[src/rtl/i2s_dac_tx.sv]
// i2s_dac_tx: mono I2S transmitter for the CS4344 DAC.
// Derives MCLK/SCLK/LRCK from a frame counter and serializes one sample per frame.
module i2s_dac_tx #(
    parameter int MCLK_DIV_LOG2 = 2,
    parameter int REQ_OFFSET    = 0
) (
    input  logic        clk,
    input  logic        rst,
    input  logic [23:0] din,
    input  logic        din_valid,
    output logic        sample_req,
    output logic        underrun,
    output logic        mclk,
    output logic        lrck,
    output logic        sclk,
    output logic        sdout
);

    localparam int CW = MCLK_DIV_LOG2 + 9;
    localparam int SL = MCLK_DIV_LOG2 + 3;

    logic [CW-1:0] cnt_q, cnt_d;
    logic [23:0]   hold_q, hold_d;
    logic [23:0]   active_q, active_d;
    logic          fresh_q, fresh_d;
    logic          primed_q, primed_d;
    logic          sample_req_q, sample_req_d;
    logic          underrun_q, underrun_d;
    logic          mclk_q, mclk_d;
    logic          lrck_q, lrck_d;
    logic          sclk_q, sclk_d;
    logic          sdout_q, sdout_d;
    logic          xfer;
    logic [4:0]    slot;
    logic [4:0]    bit_idx;

    // Next-state: frame counter, sample capture/transfer and output decode
    always_comb begin
        cnt_d        = cnt_q + 1'b1;
        xfer         = (cnt_q == {CW{1'b1}});
        hold_d       = din_valid ? din : hold_q;
        fresh_d      = xfer ? 1'b0 : (fresh_q | din_valid);
        active_d     = xfer ? hold_d : active_q;
        primed_d     = xfer ? 1'b1 : primed_q;
        underrun_d   = xfer & ~fresh_q & ~din_valid & primed_q;
        sample_req_d = (cnt_q == CW'(REQ_OFFSET));
        mclk_d       = cnt_q[MCLK_DIV_LOG2-1];
        sclk_d       = cnt_q[MCLK_DIV_LOG2+2];
        lrck_d       = cnt_q[CW-1];
        slot         = cnt_q[CW-2:SL];
        bit_idx      = 5'd24 - slot;
        sdout_d      = 1'b0;
        if (slot >= 5'd1 && slot <= 5'd24) begin
            sdout_d = active_q[bit_idx];
        end
    end

    // State and registered outputs, cleared by synchronous reset
    always_ff @(posedge clk) begin
        if (rst) begin
            cnt_q        <= '0;
            hold_q       <= '0;
            active_q     <= '0;
            fresh_q      <= 1'b0;
            primed_q     <= 1'b0;
            sample_req_q <= 1'b0;
            underrun_q   <= 1'b0;
            mclk_q       <= 1'b0;
            lrck_q       <= 1'b0;
            sclk_q       <= 1'b0;
            sdout_q      <= 1'b0;
        end else begin
            cnt_q        <= cnt_d;
            hold_q       <= hold_d;
            active_q     <= active_d;
            fresh_q      <= fresh_d;
            primed_q     <= primed_d;
            sample_req_q <= sample_req_d;
            underrun_q   <= underrun_d;
            mclk_q       <= mclk_d;
            lrck_q       <= lrck_d;
            sclk_q       <= sclk_d;
            sdout_q      <= sdout_d;
        end
    end

    assign sample_req = sample_req_q;
    assign underrun   = underrun_q;
    assign mclk       = mclk_q;
    assign lrck       = lrck_q;
    assign sclk       = sclk_q;
    assign sdout      = sdout_q;

endmodule

[config.mk]
export PLATFORM = sky130hd
export DESIGN_NAME = i2s_dac_tx
export DESIGN_NICKNAME = d
export VERILOG_FILES = /design/src/rtl/i2s_dac_tx.sv
export SDC_FILE = /design/constraint.sdc
export NUM_CORES = 1
export LEC_CHECK = 0
export BUFFER_PORTS_ARGS = -buffer_cell sky130_fd_sc_hd__buf_2
export CORE_UTILIZATION = 45
export DETAILED_ROUTE_END_ITERATION = 10
export PLACE_DENSITY_LB_ADDON = 0.2
export SYNTH_ARGS = -nofsm -noshare
export SYNTH_HDL_FRONTEND = slang
export SYNTH_SLANG_ARGS = --single-unit
[constraint.sdc]
create_clock -name clk -period 1.9 [get_ports clk]
set_input_delay 0.19 -clock clk [delete_from_list [all_inputs] [get_ports clk]]
set_output_delay 0.19 -clock clk [all_outputs]
set_load 0.02 [all_outputs]
==> reports/results.ini, run 1 <==
[synth]
synthDistinctLibCells = 37
synth_compound_area_share_pct = 10.6
postSynthNetCount = 264
syn_area_per_cell_um2 = 11.7
sequential_element_share_of_the_synthesized_area_pct = 49.2
syn_inst = 233
post_synth_mux_area_share_pct = 15.3
synth_simple_gate_area_share_pct = 11.5
synth-adder-area-share_pct = 1.84
yosys.area_share.xor_xnor_pct = 3.85
post_synth_instance_area_um2 = 2730
synth-warning-count = 0
postSynthRegisterBits = 67
synth_top_family_by_area = multiplexers

[critical_path]
crit_required_ps = 2120
critical-path-slowest-cell = mux4_2
critical_path_class = register to register
worst-path-buf-inv = 1
critPathTopFamily = multiplexers
critical_path.endpoint_type = register
worstPathCellList = inv_1 > ha_4 > mux4_2 > mux2i_1 > mux2i_1 > a32o_1
worst_path_largest_cell_delay_ps = 480
most_frequent_cp_cell = mux2i_1
setup.worst_path.start_class = register
worst-path-max-fanout = 5
crit_arrival_ps = 2000

[layout]
final_core_util_pct = 54.5
layout_common_cells = dfxtp_1 (66), nor2_1 (35), buf_2 (32)
antenna_cells = 0
num-nets-final = 301
drive_gt1_share_pct = 35.8
area_growth_syn_to_layout_pct = 13.4
postLayoutCellArea_um2 = 3090
final.fill_count = 536
commonest_non_fill_non_tap_cell_in_the_layout = dfxtp_1
finalNonFillerCells = 346

[sta]
worst-slew-pin-transition_ps = 441
worst_slack_ps = 125
fin_worst_skew_ps = 10.2
setup_viol = 0
rsz0062_at_grt = no
hold_viol_final = 0
setup_tns_ps = 0
slew_violations = 0
hold-worst-slack_ps = 149
fmaxAchievable_ghz = 0.563
max_slew_margin_pct = 70.4
period_minus_slack_ps = 1770
finalCritPeriodShare_pct = 93.4

[placed_design]
routabilityCongestion = 0.791
port_buffers = 32
detailed_place_hpwl_mm = 3.27
place_area_um2 = 2900
post-place-cells = 331
post-place-ws_ps = 53.0

[pwr]
p_leak_nw = 1.34
vdd_ir_drop_max_mv = 0.582
power.density_nw_per_um2 = 888
totalPowerFinal_mw = 2.74

[clock_tree]
ctsHtreeMaxLevel = 3
clock_insertion_delay_at_the_later_pin_of_the_skew_report_ps = 330
clock_tree_from_tritoncts = yes
clock_sinks = 67
clock_path_buffers = 2
post-cts-setup-buffer-count = 0
clk_pin_slew_ps = 70
tritoncts_buffer_count = 9
ctsRootBufferMaster = clkbuf_8

[route]
drt-pass1-iter-count = 4
route.antenna.remaining_nets = 0
total_length_of_routed_wires_mm = 4.47
vias_after_detailed_routing = 1740
initialDrtViolationCount = 39
route.detailed.vias_per_inst = 5.03
routed_wire_per_std_cell_um = 12.9
remaining_drc_errors = 0

[global_routing]
globalRouteOverflowTotal = 0
grt_util_all_layers_pct = 16.3
grt_start_max_net_pins = 26
grt_first_pass_wirelength_mm = 7.89
grt_antenna_before_repair = 0
grt_pass1_vias = 1708

[floorplanning]
design.portCount = 33
area_of_the_die_um2 = 6370
core_um2 = 5680
die_width_um = 79.8
num_rows = 27
die_height_um = 79.8
floorplan.initialDensity_pct = 48.0

[run_status]
outcome = complete, no violations

[min_path]
min_path_type = input port to register

[flow_run]
cap_violations = 0

cell usage after synthesis:
| cell type | n | area [um^2] |
|---|---|---|
| a21oi_1 | 2 | 10.0 |
| a21oi_2 | 1 | 8.76 |
| a22o_2 | 1 | 10.0 |
| a32o_1 | 1 | 10.0 |
| and2_1 | 3 | 18.8 |
| and2_2 | 1 | 7.51 |
| and3_1 | 2 | 12.5 |
| and3_2 | 1 | 7.51 |
| and4_2 | 1 | 10.0 |
| buf_1 | 1 | 3.75 |
| buf_12 | 2 | 40.0 |
| buf_2 | 5 | 25.0 |
| buf_6 | 1 | 11.3 |
| bufbuf_16 | 2 | 65.1 |
| clkbuf_1 | 4 | 15.0 |
| clkbuf_8 | 2 | 27.5 |
| dfxtp_1 | 67 | 1340 |
| ha_1 | 4 | 50.1 |
| inv_1 | 6 | 22.5 |
| mux2_2 | 1 | 11.3 |
| mux2i_1 | 27 | 270 |
| mux4_2 | 6 | 135 |
| nand2_1 | 2 | 7.51 |
| nand3_1 | 5 | 25.0 |
| nand3_2 | 1 | 10.0 |
| nand4_1 | 2 | 12.5 |
| nor2_1 | 35 | 131 |
| nor2b_1 | 3 | 18.8 |
| nor3_1 | 2 | 10.0 |
| nor4_1 | 1 | 6.26 |
| nor4_4 | 1 | 21.3 |
| nor4b_1 | 1 | 8.76 |
| o21ai_0 | 2 | 10.0 |
| o22a_2 | 24 | 240 |
| or3_1 | 1 | 6.26 |
| xnor2_1 | 6 | 52.6 |
| xor2_1 | 6 | 52.6 |
metal layers:
metal | part of all wire [%] | GRT usage (%)
met2 | 41 | 23.2
met1 | 53 | 22.7
met5 | 0 | 0
met3 | 3.3 | 3.43
met4 | 2.4 | 9.11
worst paths after layout:
check | startpoint | end | slack, ps | cells after the start
max | cnt_q[6]$_SDFF_PP0_ | sdout$_SDFF_PP0_ | 130 | 6
min | din[11] | hold_q[11]$_SDFF_PP0_ | 150 | 3
max reg2reg | cnt_q[6]$_SDFF_PP0_ | sdout$_SDFF_PP0_ | 130 | 6
min reg2reg | active_q[15]$_SDFFE_PP0N_ | active_q[15]$_SDFFE_PP0N_ | 480 | 1
worst reg2reg max path: stages (launching register included):
cell	delay (ps)
dfxtp_2	360
inv_1	80
ha_4	270
mux4_2	480
mux2i_1	140
mux2i_1	100
a32o_1	250
sequential cells by signal, summed over array words and instances, names as in the netlist:
name	flops
active_q	24
hold_q	24
cnt_q	11
fresh_q	1
lrck	1
mclk	1
primed_q	1
sample_req	1
sclk	1
sdout	1
underrun	1
power by group:
part / leakage [nW] / internal, mW / switching (mW)
Clock: 0.0954 / 0.635 / 0.495
Sequential: 0.546 / 1.44 / 0.0130
Combinational: 0.697 / 0.0732 / 0.0841
final cells by class:
cell class                 instances  area, um^2  share of cell area [%]
tap                               72        90.1                    2.91
clock inverter                     4        51.3                    1.66
clock buffer                      11         141                    4.57
timing repair buffer              43         255                    8.26
sequential                        67        1340                    43.4
inverter                           6        22.5                   0.729
multi-input combinational        143        1190                    38.4
repair_timing:
item / 4_1_cts / 5_1_grt
gates resized for setup: 0 / 1
hold endpoints to repair: 0 / 0
setup endpoints to repair: 0 / 1
hold buffers: 0 / 0
cell families (layout without fill, tap and decap cells):
logic type / after synthesis / after routing
AO/OA/AOI/OAI: 31 / 31
adder cells (fa/ha/maj): 4 / 4
flip-flops: 67 / 67
AND/OR/NAND/NOR: 62 / 62
XOR/XNOR: 12 / 12
buffers and inverters: 23 / 64
multiplexers: 34 / 34
No activity file was read; power rests on OpenSTA's default activity.
==> run 2: changes to the inputs <==
--- a/config.mk
+++ b/config.mk
@@ -7,6 +7,7 @@
 export LEC_CHECK = 0
 export BUFFER_PORTS_ARGS = -buffer_cell sky130_fd_sc_hd__buf_2
 export CORE_UTILIZATION = 45
+export CTS_BUF_LIST = sky130_fd_sc_hd__clkbuf_4 sky130_fd_sc_hd__clkbuf_8
 export DETAILED_ROUTE_END_ITERATION = 10
 export PLACE_DENSITY_LB_ADDON = 0.2
 export SYNTH_ARGS = -nofsm -noshare
==> reports/results.ini, run 2 (same netlist as run 1, synthesis figures left out) <==
[clock_tree]
post-cts-setup-buffer-count = 0  ; unchanged
ctsHtreeMaxLevel = 3  ; unchanged
clock_path_buffers = 2  ; unchanged
ctsRootBufferMaster = clkbuf_8
clk_pin_slew_ps = 70  ; about the same
clock_tree_from_tritoncts = yes
clock_insertion_delay_at_the_later_pin_of_the_skew_report_ps = 330  ; about the same
clock_sinks = 67  ; unchanged
tritoncts_buffer_count = 9  ; unchanged

[layout]
layout_common_cells = dfxtp_1 (66), nor2_1 (35), buf_2 (32)
num-nets-final = 301  ; unchanged
finalNonFillerCells = 346  ; unchanged
final.fill_count = 537  ; +0.19%
reg.largest.list = active_q (24), hold_q (24), cnt_q (11)
final_core_util_pct = 54.5  ; +0.066 points
commonest_non_fill_non_tap_cell_in_the_layout = dfxtp_1
area_growth_syn_to_layout_pct = 13.5
drive_gt1_share_pct = 36.1  ; +0.36 points
antenna_cells = 0  ; unchanged
postLayoutCellArea_um2 = 3090  ; +0.12%

[sta]
fmaxAchievable_ghz = 0.564  ; about the same
max_slew_margin_pct = 70.3  ; about the same
fin_worst_skew_ps = 10.2  ; +0.00870 ps
setup_viol = 0  ; unchanged
finalCritPeriodShare_pct = 93.3  ; about the same
slew_violations = 0  ; unchanged
period_minus_slack_ps = 1770  ; -1.19 ps
setup_tns_ps = 0  ; unchanged
rsz0062_at_grt = no
worst-slew-pin-transition_ps = 442  ; +0.797 ps
hold_viol_final = 0  ; unchanged

[pwr]
totalPowerFinal_mw = 2.76  ; +0.47%
power.internal_mw = 2.17  ; +0.66%
power_frac_seq_pct = 52.9  ; -0.2 points
netSwitchingPower_mw = 0.591  ; -0.23%
p_leak_nw = 1.34  ; +0.26%
power.density_nw_per_um2 = 891  ; +0.35%
p_clk_share_pct = 41.4  ; +0.2 points
power.share.switching_pct = 21.4  ; -0.15 points
vdd_ir_drop_max_mv = 0.582  ; about the same
comb_power_share_pct = 5.7  ; about the same

[global_routing]
grt_pass1_vias = 1732  ; +1.4%
grt_util_all_layers_pct = 16.5  ; +0.17 points
grt_antenna_before_repair = 0  ; unchanged
grt_first_pass_wirelength_mm = 7.98  ; +1.1%
globalRouteOverflowTotal = 0  ; unchanged
grt_start_max_net_pins = 26  ; unchanged

[route]
drt-pass1-iter-count = 4  ; unchanged
vias_after_detailed_routing = 1743  ; +0.17%
initialDrtViolationCount = 44  ; +13%
total_length_of_routed_wires_mm = 4.50  ; +0.81%
route.antenna.remaining_nets = 0  ; unchanged
routed_wire_per_std_cell_um = 13.0  ; +0.81%
route.detailed.vias_per_inst = 5.04  ; +0.17%
remaining_drc_errors = 0  ; unchanged

[floorplanning]
design.portCount = 33  ; unchanged
core_um2 = 5680  ; unchanged
floorplan.initialDensity_pct = 48.0  ; unchanged
area_of_the_die_um2 = 6370  ; unchanged
die_height_um = 79.8  ; unchanged
num_rows = 27  ; unchanged
die_width_um = 79.8  ; unchanged

[run_status]
outcome = complete, no violations

[critical_path]
r2r_start = cnt_q[6]$_SDFF_PP0_
critical-path-slowest-cell = mux4_2
timing.rr.end = sdout$_SDFF_PP0_
critical_path_class = register to register
timing.reg2reg.worst_path_depth = 6  ; unchanged
worst_path_largest_cell_delay_ps = 480  ; about the same
worstPathCellList = inv_1 > ha_4 > mux4_2 > mux2i_1 > mux2i_1 > a32o_1
critical_path.endpoint_type = register
crit_required_ps = 2120  ; about the same
critical_path_launch_point = cnt_q[6]$_SDFF_PP0_
setup.worst_path.start_class = register
most_frequent_cp_cell = mux2i_1
timing.reg2reg.setup_slack_ps = 130  ; about the same
crit_arrival_ps = 2000  ; about the same
worst-path-max-fanout = 5  ; unchanged

[min_path]
min_path_type = input port to register
hold_depth = 3  ; unchanged
min_from = din[11]
hold_path_end = hold_q[11]$_SDFF_PP0_

[placed_design]
port_buffers = 32  ; unchanged
routabilityCongestion = 0.791  ; unchanged
post-place-cells = 331  ; unchanged
place_area_um2 = 2900  ; unchanged
detailed_place_hpwl_mm = 3.27  ; unchanged

[flow_run]
cap_violations = 0  ; unchanged

==> run 2: cell types whose count changed in the layout (fill, tap and decap cells not counted) <==
cell / before / now
clkbuf_1: 1 / 0
clkbuf_4: 0 / 1
==> run 2: power by group through the flow <==
stage	Combinational (mW)	Clock, mW	Sequential (mW)
6_report	0.158	1.14	1.46
5_1_grt	0.179	1.23	1.46
4_1_cts	0.161	1.19	1.46
3_5_place_dp	0.160	0	1.49
3_3_place_gp	0.157	0	1.49
2_1_floorplan	0.0994	0	1.49
==> run 2: critical path, delay by kind of cell (launching register included) <==
kind	cells	cell delay [ps]
AO/OA/AOI/OAI	1	250
buffers and inverters	1	80
adder cells (fa/ha/maj)	1	270
multiplexers	3	720
flip-flops	1	360
==> run 2: timing repair <==
item                                    CTS  global route
endpoints found under the setup margin    0             1
gates resized for setup                   0             1
hold buffers                              0             0
==> run 2: routing by layer <==
layer / vias up / wire, um / global-route usage, %
li1: 894 / - / -
met1: 805 / 2370 / 22.8
met2: 32 / 1890 / 23.5
met3: 12 / 143 / 3.54
met4: 0 / 108 / 9.29
met5: - / 0 / 0
==> run 2: worst max path at each step <==
stage	to
floorplan	sdout$_SDFF_PP0_
global placement	sdout$_SDFF_PP0_
detailed placement	sdout$_SDFF_PP0_
CTS	sdout$_SDFF_PP0_
global route	sdout$_SDFF_PP0_
finish	sdout$_SDFF_PP0_
==> run 2: cell type report <==
class	count	area [um^2]	share of cell area, %
repair buffers	43	255	8.25
well taps	72	90.1	2.91
inverters	6	22.5	0.728
multi-input cells	143	1190	38.4
clock inverters	4	51.3	1.66
flip-flops and latches	67	1340	43.4
clock buffers	11	145	4.69
==> run 2: per-stage QoR <==
stage | setup slack, ps | hold slack [ps]
after detailed placement | 53.0 | 472
final | 126 | 149
after global routing | 19.4 | 171
after global placement | 124 | 465
after CTS | 52.0 | 132
after floorplan | 30.1 | 377
==> run 3: changes to the inputs <==
--- a/config.mk
+++ b/config.mk
@@ -6,10 +6,12 @@
 export NUM_CORES = 1
 export LEC_CHECK = 0
 export BUFFER_PORTS_ARGS = -buffer_cell sky130_fd_sc_hd__buf_2
+export CORE_ASPECT_RATIO = 1.75
 export CORE_UTILIZATION = 45
 export CTS_BUF_LIST = sky130_fd_sc_hd__clkbuf_4 sky130_fd_sc_hd__clkbuf_8
 export DETAILED_ROUTE_END_ITERATION = 10
-export PLACE_DENSITY_LB_ADDON = 0.2
+export PLACE_DENSITY = 0.71
+export SETUP_SLACK_MARGIN = 0.2
 export SYNTH_ARGS = -nofsm -noshare
 export SYNTH_HDL_FRONTEND = slang
 export SYNTH_SLANG_ARGS = --single-unit
==> reports/results.ini, run 3 (same netlist as run 1, synthesis figures left out) <==
[global_routing]
grt_pass1_vias = 1759  ; +1.6%
grt_antenna_before_repair = 0  ; unchanged
grt_start_max_net_pins = 43  ; +65%
grt_first_pass_wirelength_mm = 8.48  ; +6.3%
grt_util_all_layers_pct = 18.5  ; +2.1 points
globalRouteOverflowTotal = 0  ; unchanged

[clock_tree]
post_cts_hold_buffer_count = 0  ; unchanged
clock_sinks = 67  ; unchanged
ctsRootBufferMaster = clkbuf_8
clk_pin_slew_ps = 70  ; about the same
tritoncts_buffer_count = 9  ; unchanged
clock_path_buffers = 2  ; unchanged
clock_insertion_delay_at_the_later_pin_of_the_skew_report_ps = 350  ; +20 ps
clock_tree_from_tritoncts = yes
ctsHtreeMaxLevel = 3  ; unchanged

[critical_path]
critical_path_class = register to register
worst_path_largest_cell_delay_ps = 480  ; about the same
worstPathCellList = inv_4 > ha_4 > mux4_2 > mux2i_1 > mux2i_1 > a32o_1
worst-path-max-fanout = 4  ; -1
worst-path-buf-inv = 1  ; unchanged
critPathTopFamily = multiplexers
critical-path-slowest-cell = mux4_2
crit_arrival_ps = 1990  ; about the same
critical_path.endpoint_type = register
most_frequent_cp_cell = mux2i_1
setup.worst_path.start_class = register
crit_required_ps = 2140  ; +20 ps

[layout]
antenna_cells = 0  ; unchanged
area_growth_syn_to_layout_pct = 17.7
final_core_util_pct = 54.6  ; +0.067 points
num-nets-final = 307  ; +2.0%
layout_common_cells = dfxtp_1 (61), nor2_1 (35), buf_2 (32)
drive_gt1_share_pct = 40.2  ; +4.1 points
reg.largest.list = active_q (24), hold_q (24), cnt_q (11)
commonest_non_fill_non_tap_cell_in_the_layout = dfxtp_1

[route]
route.detailed.vias_per_inst = 5.05  ; +0.25%
topRoutingLayerUsed = met4
met3WireLength_um = 160  ; +12%
total_length_of_routed_wires_mm = 5.09  ; +13%
routed_wire_per_std_cell_um = 14.2  ; +8.9%
remaining_drc_errors = 0  ; unchanged
initialDrtViolationCount = 78  ; +77%
drt-pass1-iter-count = 6  ; +2
routed-wl-met2_mm = 2.68  ; +42%
route.antenna.remaining_nets = 0  ; unchanged
met1Wirelength_mm = 2.10  ; -11%
vias_after_detailed_routing = 1813  ; +4.0%

[sta]
max_slew_margin_pct = 70.4  ; +0.15 points
fmaxAchievable_ghz = 0.571  ; +1.3%
hold_viol_final = 0  ; unchanged
period_minus_slack_ps = 1750  ; -23.6 ps
rsz0062_at_grt = yes
slew_violations = 0  ; unchanged
setup_viol = 0  ; unchanged
setup_tns_ps = 0  ; unchanged
fin_worst_skew_ps = 6.37  ; -3.81 ps
worst-slew-pin-transition_ps = 443  ; +1.19 ps
finalCritPeriodShare_pct = 92.1  ; -1.2 points

[floorplanning]
design.portCount = 33  ; unchanged
die_height_um = 105  ; +31%
area_of_the_die_um2 = 6390  ; +0.20%
core_um2 = 5880  ; +3.6%
num_rows = 37  ; +37%
die_width_um = 60.8  ; -24%
floorplan.initialDensity_pct = 46.4  ; -1.7 points

[min_path]
min_path_type = input port to register

[pwr]
vdd_ir_drop_max_mv = 0.559  ; -3.8%
p_leak_nw = 1.39  ; +3.4%
power.density_nw_per_um2 = 871  ; -2.2%

[run_status]
outcome = complete, no violations

[flow_run]
cap_violations = 0  ; unchanged

[placed_design]
routabilityCongestion = 0.820  ; +3.8%
detailed_place_hpwl_mm = 3.39  ; +3.7%
port_buffers = 32  ; unchanged

==> run 3: cell count changes in the layout (fill, tap and decap cells not counted), moves of 2 or more <==
cell      change
dfxtp_1       -5
buf_4         +3
dfxtp_2       +3
a21oi_4       +2
clkinv_2      +2
dfxtp_4       +2
==> run 3: through the flow <==
| step | instances | hold slack, ps | total power, mW | setup WS, ps | area (um^2) |
|---|---|---|---|---|---|
| 3_3_place_gp | 336 | 465 | 1.65 | -40.2 | 2910 |
| 3_5_place_dp | 336 | 473 | 1.66 | -8.77 | 2910 |
| 2_1_floorplan | 233 | 377 | 1.59 | 84.3 | 2740 |
| 4_1_cts | 359 | 122 | 2.81 | 126 | 3180 |
| 6_report | 359 | 126 | 2.80 | 150 | 3210 |
| 5_1_grt | 359 | 140 | 2.91 | 59.2 | 3210 |
==> run 3: metal layers <==
metal,vias up,GRT usage (%)
li1,907,-
met1,862,21.0
met2,35,30.1
met3,9,4.08
met4,0,11.7
met5,-,0
==> run 3: timing repair <==
| item | in CTS | in global routing |
|---|---|---|
| buffers inserted | 6 | 0 |
| pin swaps | 3 | 0 |
| cloned | 1 | 0 |
| endpoints found under the setup margin | 26 | 26 |
| resized for setup | 5 | 8 |
==> run 3: worst paths after layout <==
kind              slack (ps)                   endpoint  cells after the start                       from
hold reg to reg          480  active_q[17]$_SDFFE_PP0N_                      1  active_q[17]$_SDFFE_PP0N_
hold / removal           130      hold_q[11]$_SDFF_PP0_                      3                    din[11]
setup reg to reg         150           sdout$_SDFF_PP0_                      6        cnt_q[5]$_SDFF_PP0_
setup / recovery         150           sdout$_SDFF_PP0_                      6        cnt_q[5]$_SDFF_PP0_
==> run 3: worst min-delay path, cell delays in order <==
cell,delay (ps)
buf_2,70
mux2i_1,60
nor2_1,110
==> run 3: area by class of cell <==
| type | instances | area (um^2) |
|---|---|---|
| tap | 78 | 97.6 |
| clock inverter | 5 | 52.6 |
| timing repair buffer | 48 | 309 |
| fill | 551 | 2670 |
| inverter | 6 | 25.0 |
| sequential | 67 | 1350 |
| multi-input combinational | 144 | 1230 |
| clock buffer | 11 | 145 |
==> run 3: report_power, final <==
part | switching [mW] | internal [mW]
logic | 0.0903 | 0.0786
registers | 0.0154 | 1.44
clock network | 0.521 | 0.649
